`src/rtl/wb_pkg.sv`:
```
// Shared types and constants for the Wishbone classic initiator.
// Imported by the bus master and anything that talks to it.
package wb_pkg;

  typedef logic [15:0] adr_t;
  typedef logic [15:0] dat_t;

  typedef enum logic {
    IDLE = 1'b0,
    BUS  = 1'b1
  } wb_mst_state_t;

  localparam int WB_TIMEOUT_DEFAULT = 16;

endpackage

```
`src/rtl/if_wb.sv`:
```
// Wishbone classic bus bundle for the 64k x 16 RAM slave.
// dat_i carries write data toward the slave, dat_o carries read data back.
interface if_wb (
  input logic clk,
  input logic rst
);

  logic        cyc;
  logic        stb;
  logic        we;
  logic [15:0] adr;
  logic [15:0] dat_i;
  logic [15:0] dat_o;
  logic        ack;

  modport master (
    input  clk,
    input  rst,
    input  ack,
    input  dat_o,
    output cyc,
    output stb,
    output we,
    output adr,
    output dat_i
  );

  modport slave (
    input  clk,
    input  rst,
    input  cyc,
    input  stb,
    input  we,
    input  adr,
    input  dat_i,
    output dat_o,
    output ack
  );

endinterface

```
`src/rtl/wb_master_standard.sv`:
```
// Wishbone classic standard-cycle initiator: one bus cycle per command.
// Optional ack watchdog enabled by defining WB_MASTER_TIMEOUT_EN.
module wb_master_standard
  import wb_pkg::*;
#(
  parameter int timeout = WB_TIMEOUT_DEFAULT
) (
  if_wb.master        wb,
  input  logic        cmd_valid,
  output logic        cmd_ready,
  input  logic        cmd_we,
  input  logic [15:0] cmd_adr,
  input  logic [15:0] cmd_dat,
  output logic        rsp_valid,
  output logic [15:0] rsp_dat,
  output logic        rsp_err
);

  if (timeout < 1 || timeout > 65535) begin : g_bad_timeout
    $error("wb_master_standard: timeout out of range");
  end

  wb_mst_state_t state_q, state_d;

  logic cyc_q, cyc_d;
  logic stb_q, stb_d;
  logic we_q, we_d;
  adr_t adr_q, adr_d;
  dat_t wdat_q, wdat_d;
  logic rsp_valid_q, rsp_valid_d;
  dat_t rsp_dat_q, rsp_dat_d;

`ifdef WB_MASTER_TIMEOUT_EN
  localparam logic [15:0] WD_LAST = 16'(timeout - 1);

  logic [15:0] wd_q, wd_d;
  logic        rsp_err_q, rsp_err_d;
`endif

  assign cmd_ready = (state_q == IDLE) && !wb.rst;

  always_comb begin
    state_d     = state_q;
    cyc_d       = cyc_q;
    stb_d       = stb_q;
    we_d        = we_q;
    adr_d       = adr_q;
    wdat_d      = wdat_q;
    rsp_valid_d = 1'b0;
    rsp_dat_d   = rsp_dat_q;
`ifdef WB_MASTER_TIMEOUT_EN
    wd_d        = wd_q;
    rsp_err_d   = rsp_err_q;
`endif
    unique case (state_q)
      IDLE: begin
        if (cmd_valid) begin
          adr_d   = cmd_adr;
          we_d    = cmd_we;
          wdat_d  = cmd_we ? cmd_dat : '0;
          cyc_d   = 1'b1;
          stb_d   = 1'b1;
          state_d = BUS;
`ifdef WB_MASTER_TIMEOUT_EN
          wd_d    = '0;
`endif
        end
      end
      BUS: begin
        // ack wins over watchdog expiry on the same edge
        if (wb.ack) begin
          cyc_d       = 1'b0;
          stb_d       = 1'b0;
          we_d        = 1'b0;
          state_d     = IDLE;
          rsp_valid_d = 1'b1;
          rsp_dat_d   = we_q ? '0 : wb.dat_o;
`ifdef WB_MASTER_TIMEOUT_EN
          rsp_err_d   = 1'b0;
        end else if (wd_q == WD_LAST) begin
          cyc_d       = 1'b0;
          stb_d       = 1'b0;
          we_d        = 1'b0;
          state_d     = IDLE;
          rsp_valid_d = 1'b1;
          rsp_dat_d   = '0;
          rsp_err_d   = 1'b1;
        end else begin
          wd_d        = wd_q + 16'd1;
`endif
        end
      end
      default: state_d = IDLE;
    endcase
  end

  always_ff @(posedge wb.clk) begin
    if (wb.rst) begin
      state_q     <= IDLE;
      cyc_q       <= 1'b0;
      stb_q       <= 1'b0;
      we_q        <= 1'b0;
      adr_q       <= '0;
      wdat_q      <= '0;
      rsp_valid_q <= 1'b0;
      rsp_dat_q   <= '0;
`ifdef WB_MASTER_TIMEOUT_EN
      wd_q        <= '0;
      rsp_err_q   <= 1'b0;
`endif
    end else begin
      state_q     <= state_d;
      cyc_q       <= cyc_d;
      stb_q       <= stb_d;
      we_q        <= we_d;
      adr_q       <= adr_d;
      wdat_q      <= wdat_d;
      rsp_valid_q <= rsp_valid_d;
      rsp_dat_q   <= rsp_dat_d;
`ifdef WB_MASTER_TIMEOUT_EN
      wd_q        <= wd_d;
      rsp_err_q   <= rsp_err_d;
`endif
    end
  end

  assign wb.cyc    = cyc_q;
  assign wb.stb    = stb_q;
  assign wb.we     = we_q;
  assign wb.adr    = adr_q;
  assign wb.dat_i  = wdat_q;
  assign rsp_valid = rsp_valid_q;
  assign rsp_dat   = rsp_dat_q;

`ifdef WB_MASTER_TIMEOUT_EN
  assign rsp_err = rsp_err_q;
`else
  assign rsp_err = 1'b0;
`endif

endmodule

```
`src/flat_wrapper.sv`:
```
// flat-port wrapper written by rule: the top's interface ports become plain ports
module wb_master_standard_flat import wb_pkg::*;
#(
  parameter int timeout = WB_TIMEOUT_DEFAULT
)
  (cmd_valid, cmd_ready, cmd_we, cmd_adr, cmd_dat, rsp_valid, rsp_dat, rsp_err, clk, rst, wb_ack, wb_dat_o, wb_cyc, wb_stb, wb_we, wb_adr, wb_dat_i);
  if_wb wb_i (.clk(clk), .rst(rst));
  input  logic cmd_valid;
  output logic cmd_ready;
  input  logic cmd_we;
  input  logic [15:0] cmd_adr;
  input  logic [15:0] cmd_dat;
  output logic rsp_valid;
  output logic [15:0] rsp_dat;
  output logic rsp_err;
  input wire logic clk;
  input wire logic rst;
  input wire logic [$bits(wb_i.ack)-1:0] wb_ack;
  input wire logic [$bits(wb_i.dat_o)-1:0] wb_dat_o;
  output wire logic [$bits(wb_i.cyc)-1:0] wb_cyc;
  output wire logic [$bits(wb_i.stb)-1:0] wb_stb;
  output wire logic [$bits(wb_i.we)-1:0] wb_we;
  output wire logic [$bits(wb_i.adr)-1:0] wb_adr;
  output wire logic [$bits(wb_i.dat_i)-1:0] wb_dat_i;
  assign wb_i.ack = wb_ack;
  assign wb_i.dat_o = wb_dat_o;
  assign wb_cyc = wb_i.cyc;
  assign wb_stb = wb_i.stb;
  assign wb_we = wb_i.we;
  assign wb_adr = wb_i.adr;
  assign wb_dat_i = wb_i.dat_i;
  wb_master_standard #(.timeout(timeout)) u_core (.wb(wb_i), .cmd_valid(cmd_valid), .cmd_ready(cmd_ready), .cmd_we(cmd_we), .cmd_adr(cmd_adr), .cmd_dat(cmd_dat), .rsp_valid(rsp_valid), .rsp_dat(rsp_dat), .rsp_err(rsp_err));
endmodule
```
`config.mk`:
```
export PLATFORM = sky130hd
export DESIGN_NAME = wb_master_standard_flat
export DESIGN_NICKNAME = d
export VERILOG_FILES = /design/src/rtl/wb_pkg.sv /design/src/rtl/if_wb.sv /design/src/rtl/wb_master_standard.sv /design/src/flat_wrapper.sv
export SDC_FILE = /design/constraint.sdc
export NUM_CORES = 1
export LEC_CHECK = 0
export ABC_CLOCK_PERIOD_IN_PS = 1800
export CORE_MARGIN = 10
export CORE_UTILIZATION = 42
export CTS_CLUSTER_SIZE = 28
export DETAILED_ROUTE_END_ITERATION = 12
export HOLD_SLACK_MARGIN = 0.08
export PLACE_DENSITY = 0.86
export SYNTH_ARGS = -nofsm -noshare
export SYNTH_HDL_FRONTEND = slang
export SYNTH_SLANG_ARGS = --single-unit
```
`constraint.sdc`:
```
create_clock -name clk -period 1.8 [get_ports clk]
set_input_delay 0.36 -clock clk [delete_from_list [all_inputs] [get_ports clk]]
set_output_delay 0.36 -clock clk [all_outputs]
set_load 0.02 [all_outputs]
```
Yosys cells after proc, flatten, opt, wreduce, memory -nomap -nowiden
Cells that the tools add are included.
{ "word_totals": {"reg_bits": 52, "input_bits": 53, "out_inout_bits": 54, "wordCells": 27} }
{ "classes": {"n_eq_ne": 2, "muxes": 11, "bitwise": 1, "n_reduce_logical": 6} }
{ "op_table": {"columns": ["op", "count"], "rows": [
  ["$mux W16", 2],
  ["$mux W1", 6],
  ["$pmux W1 S2", 3],
  ["$reduce_and A2 Y1", 3],
  ["$ne A2 B2 Y1 const B", 2],
  ["$reduce_or A2 Y1", 1],
  ["$logic_and A1 B1 Y1", 1],
  ["$logic_not A1 Y1", 1],
  ["$not A1 Y1", 1]
]} }

Longest topological paths before layout
{ "depth": {"ltp_word": 3, "depth_mapped": 5, "ltp_nobuf": 3} }

Worst setup path before layout
No wires, ideal clock.
{ "synth_path": {"path_kind": "input to output", "startpoint": "input rst", "endpoint": "output cmd_ready", "arrival_ps": 988, "required_ps": 1440, "path_slack_ps": 452, "path_stages": 3, "n_path_buf": 2, "cell_sequence": "buf_2 clkbuf_1 nor2_1"} }
{ "synth_between": {"elab_chain_cells": 2} }
{ "synth_lines": {"columns": ["item", "line", "text"], "rows": [
  ["from (decl)", "flat_wrapper.sv:17", "input wire logic rst;"],
  ["$logic_not A1 Y1", "wb_master_standard.sv:40", "assign cmd_ready = (state_q == IDLE) && !wb.rst;"],
  ["$logic_and A1 B1 Y1", "wb_master_standard.sv:40", null],
  ["to (decl)", "flat_wrapper.sv:9", "output logic cmd_ready;"]
]} }
No other way between the ends.

Worst setup path in the final report
{ "layout_path": {"startpoint": "register u_core.we_q (netlist: u_core.wb.we)", "endpoint": "output wb_we"} }
{ "layout_rtl": {"columns": ["item", "line", "text"], "rows": [
  ["from (decl)", "wb_master_standard.sv:27", "logic we_q, we_d;"],
  ["from (signal assigned)", "wb_master_standard.sv:115", "we_q <= we_d;"],
  ["to (decl)", "flat_wrapper.sv:22", "output wire logic [$bits(wb_i.we)-1:0] wb_we;"]
]} }
No word-level cell between the ends.

==> results.ini <==
[pwr]
leakage_component_of_the_power_uw=0.00111
power_frac_clock_pct=27.7
cellPowerDensity_nw_per_um2=749
comb_power_share_pct=20.7
ir_worst_vdd_v=0.000463
p_int_uw=1770
switching_share_pct=25.8
switching_power_uw=615
share_seq_of_total_power_pct=51.6

[clock_network]
clock_latency_ns=0.29
tritoncts=done
cts_setup_buffers=0
clkSlewWorstSetupHoldPaths_ns=0.08
cts_buffers=5
number_of_clock_sinks=52
cts-hold-fix-buffers=0
htreeDepth=2
library_cell_used_as_clock_root_buffer=sky130_fd_sc_hd__clkbuf_8
clk_path_buf_depth=2
cts.repair.resized=0

[synth]
dominantRegCellSynth=sky130_fd_sc_hd__dfxtp_1
synth.largest_area_cell=sky130_fd_sc_hd__dfxtp_1
yosysMostFrequentCell=sky130_fd_sc_hd__nand2_1
syn-cell-area_um2=2040
mappedNetlistNets=286
synth_area_leaders=sky130_fd_sc_hd__dfxtp_1 51%, sky130_fd_sc_hd__nand2_1 9.9%, sky130_fd_sc_hd__a21oi_1 9.8%
synth.distinct_cells=17
synth_warnings=0
netlist.area_leader.share_pct=51.0
async_reset_ff_share_pct=0
postSynthAreaPerCell_um2=8.76
ys_ff_latch=52
share_of_the_yosys_chip_area_belonging_to_registers_pct=51.0
synth_edf_count=0
yosys-top-cells-count=54 x sky130_fd_sc_hd__nand2_1, 52 x sky130_fd_sc_hd__dfxtp_1, 40 x sky130_fd_sc_hd__a21oi_1
postSynthCellCount=233

[worst_setup_path]
critPathBufInv=1
crit_path_max_incr_delay_ns=0.65
criticalPathCategory=reg2out
worstPathCellList=clkdlybuf4s50_1
timing.critical_path.from_type=register
critPathMaxFanout=2
critical_path_cell_with_the_highest_stage_delay=sky130_fd_sc_hd__clkdlybuf4s50_1
critical-path-top-delay-family=buffers and inverters
required_ns=1.44
worst_ep_arrival_time_ns=1.29
worstSetupEndpointType=output port

[grt]
combined_global_route_utilization_of_all_metal_layers_pct=14.1
initial_antenna_violation_count=0
grt_max_degree=53
grt_pass1_wl_mm=9.58
grt-ovfl-total=0
grt_pass1_vias=1919

[die]
num_io_pins=107
total_die_area_um2=8050
coreArea_um2=4720
die_w_um=89.7
die-height_um=89.7
initial_utilization_pct=43.2
rows=25

[sta]
maxSlewViolCount=0
fin_crit_sh_pct=91.7
worst_clock_skew_ns=0.00417
hold_violations=0
finalSetupViolations=0
timing_worst_slew_pin_value_ns=0.599
timing.final.crit_period_ns=1.65
timing.slew.headroom_pct=60.1
timing.setup.tns_ns=0
grt_setup_unrepaired=false
fmax_mhz=606

[route]
drt-pass1-iter-count=4
vias=1949
post_dr_vias_cell=4.88
drt-total-wl_mm=6.00
wl_per_cell_um=15.0
drc_errors=0
initialDrtViolationCount=49
route.antenna.remaining_nets=0

[final_layout]
antenna-diode-count=0
layout-drive-gt1-share_pct=11.7
fin_util_pct=67.5
syn2layout_area_growth_pct=56.2
num-nets-final=384

[worst_hold_path]
holdCritPathClass=reg2reg

[outcome]
outcome=completed

[placed_design]
dp.final_hpwl_mm=4.46
buffer_ports.inserted=105
place.gp.congestion=0.691

[job]
timing.max_cap.violations=0

==> logic make-up after synthesis <==
kind of cell    after synthesis  share of synthesized area, %
buf+inv                      24                          8.09
other cells                   1                         0.184
compound gates               51                          14.5
simple gates                104                          25.8
mux                           1                         0.491
flops                        52                          51.0
==> routing by layer <==
layer	wire, µm	GRT usage, %	vias up	share of wire (%)
li1	-	-	976	-
met1	2470	16.0	897	41
met2	2840	22.9	70	47
met3	647	7.15	6	11
met4	50	3.23	0	0.83
met5	0	0	-	0
==> registers in the layout (all words and copies together) (netlist names) <==
name	flops
u_core.wb.we	1
u_core.wb.dat_i	16
u_core.rsp_valid	1
u_core.rsp_dat	16
u_core.wb.cyc	1
u_core.state_q	1
u_core.wb.adr	16
==> stage by stage <==
stage	setup WS (ns)	cells	total power, µW	hold WS [ns]	area (µm²)
2_1_floorplan	0.452	233	1510	0.496	2040
3_3_place_gp	0.252	391	1750	0.437	3100
3_5_place_dp	0.199	391	1760	0.444	3100
4_1_cts	0.0604	399	2420	0.456	3190
6_report	0.150	399	2390	0.452	3190
5_1_grt	0.0900	399	2500	0.471	3190
==> layout make-up <==
type	count	area, µm²
flip-flops and latches	52	1040
well taps	67	83.8
repair buffers	115	1140
clock buffers	8	90.1
multi-input cells	157	837
fillers	399	1540
==> power groups by stage <==
stage | registers, µW | logic, µW | clock network [µW]
final | 1230 | 495 | 662
after global routing | 1240 | 533 | 729
after CTS | 1230 | 503 | 689
after detailed placement | 1260 | 500 | 0
after global placement | 1260 | 493 | 0
after floorplan | 1320 | 187 | 0
==> path summary, 6_finish.rpt <==
| check | slack [ns] | endpoint | startpoint | cells past startpoint |
|---|---|---|---|---|
| min reg2reg | 0.45 | u_core.rsp_dat[5]$_SDFFE_PP0P_ | u_core.rsp_dat[5]$_SDFFE_PP0P_ | 2 |
| max reg2reg | 0.49 | u_core.wb.adr[1]$_SDFFE_PP0P_ | u_core.state_q$_SDFF_PP0_ | 5 |
| max | 0.15 | wb_we | u_core.wb.we$_SDFFE_PP0P_ | 1 |
| min | 0.45 | u_core.rsp_dat[5]$_SDFFE_PP0P_ | u_core.rsp_dat[5]$_SDFFE_PP0P_ | 2 |
==> cell usage in the layout (no fill, tap or decap) <==
master / Yosys / layout
sky130_fd_sc_hd__nor2_1: 4 / 4
sky130_fd_sc_hd__nand4b_1: 16 / 16
sky130_fd_sc_hd__nor2b_2: 0 / 1
sky130_fd_sc_hd__buf_12: 0 / 1
sky130_fd_sc_hd__dfxtp_1: 52 / 52
sky130_fd_sc_hd__nand2b_1: 2 / 2
sky130_fd_sc_hd__clkbuf_1: 5 / 2
sky130_fd_sc_hd__mux2i_1: 1 / 1
sky130_fd_sc_hd__a22oi_1: 1 / 1
sky130_fd_sc_hd__buf_4: 8 / 9
sky130_fd_sc_hd__clkdlybuf4s50_1: 0 / 103
sky130_fd_sc_hd__nand3_1: 16 / 16
sky130_fd_sc_hd__buf_2: 6 / 1
sky130_fd_sc_hd__dlymetal6s2s_1: 0 / 1
sky130_fd_sc_hd__a21oi_2: 10 / 10
sky130_fd_sc_hd__a21oi_1: 40 / 40
sky130_fd_sc_hd__nand2_1: 54 / 54
sky130_fd_sc_hd__conb_1: 1 / 1
sky130_fd_sc_hd__clkbuf_8: 0 / 6
sky130_fd_sc_hd__nand2_2: 11 / 11
No activity file was read; power rests on OpenSTA's default activity.
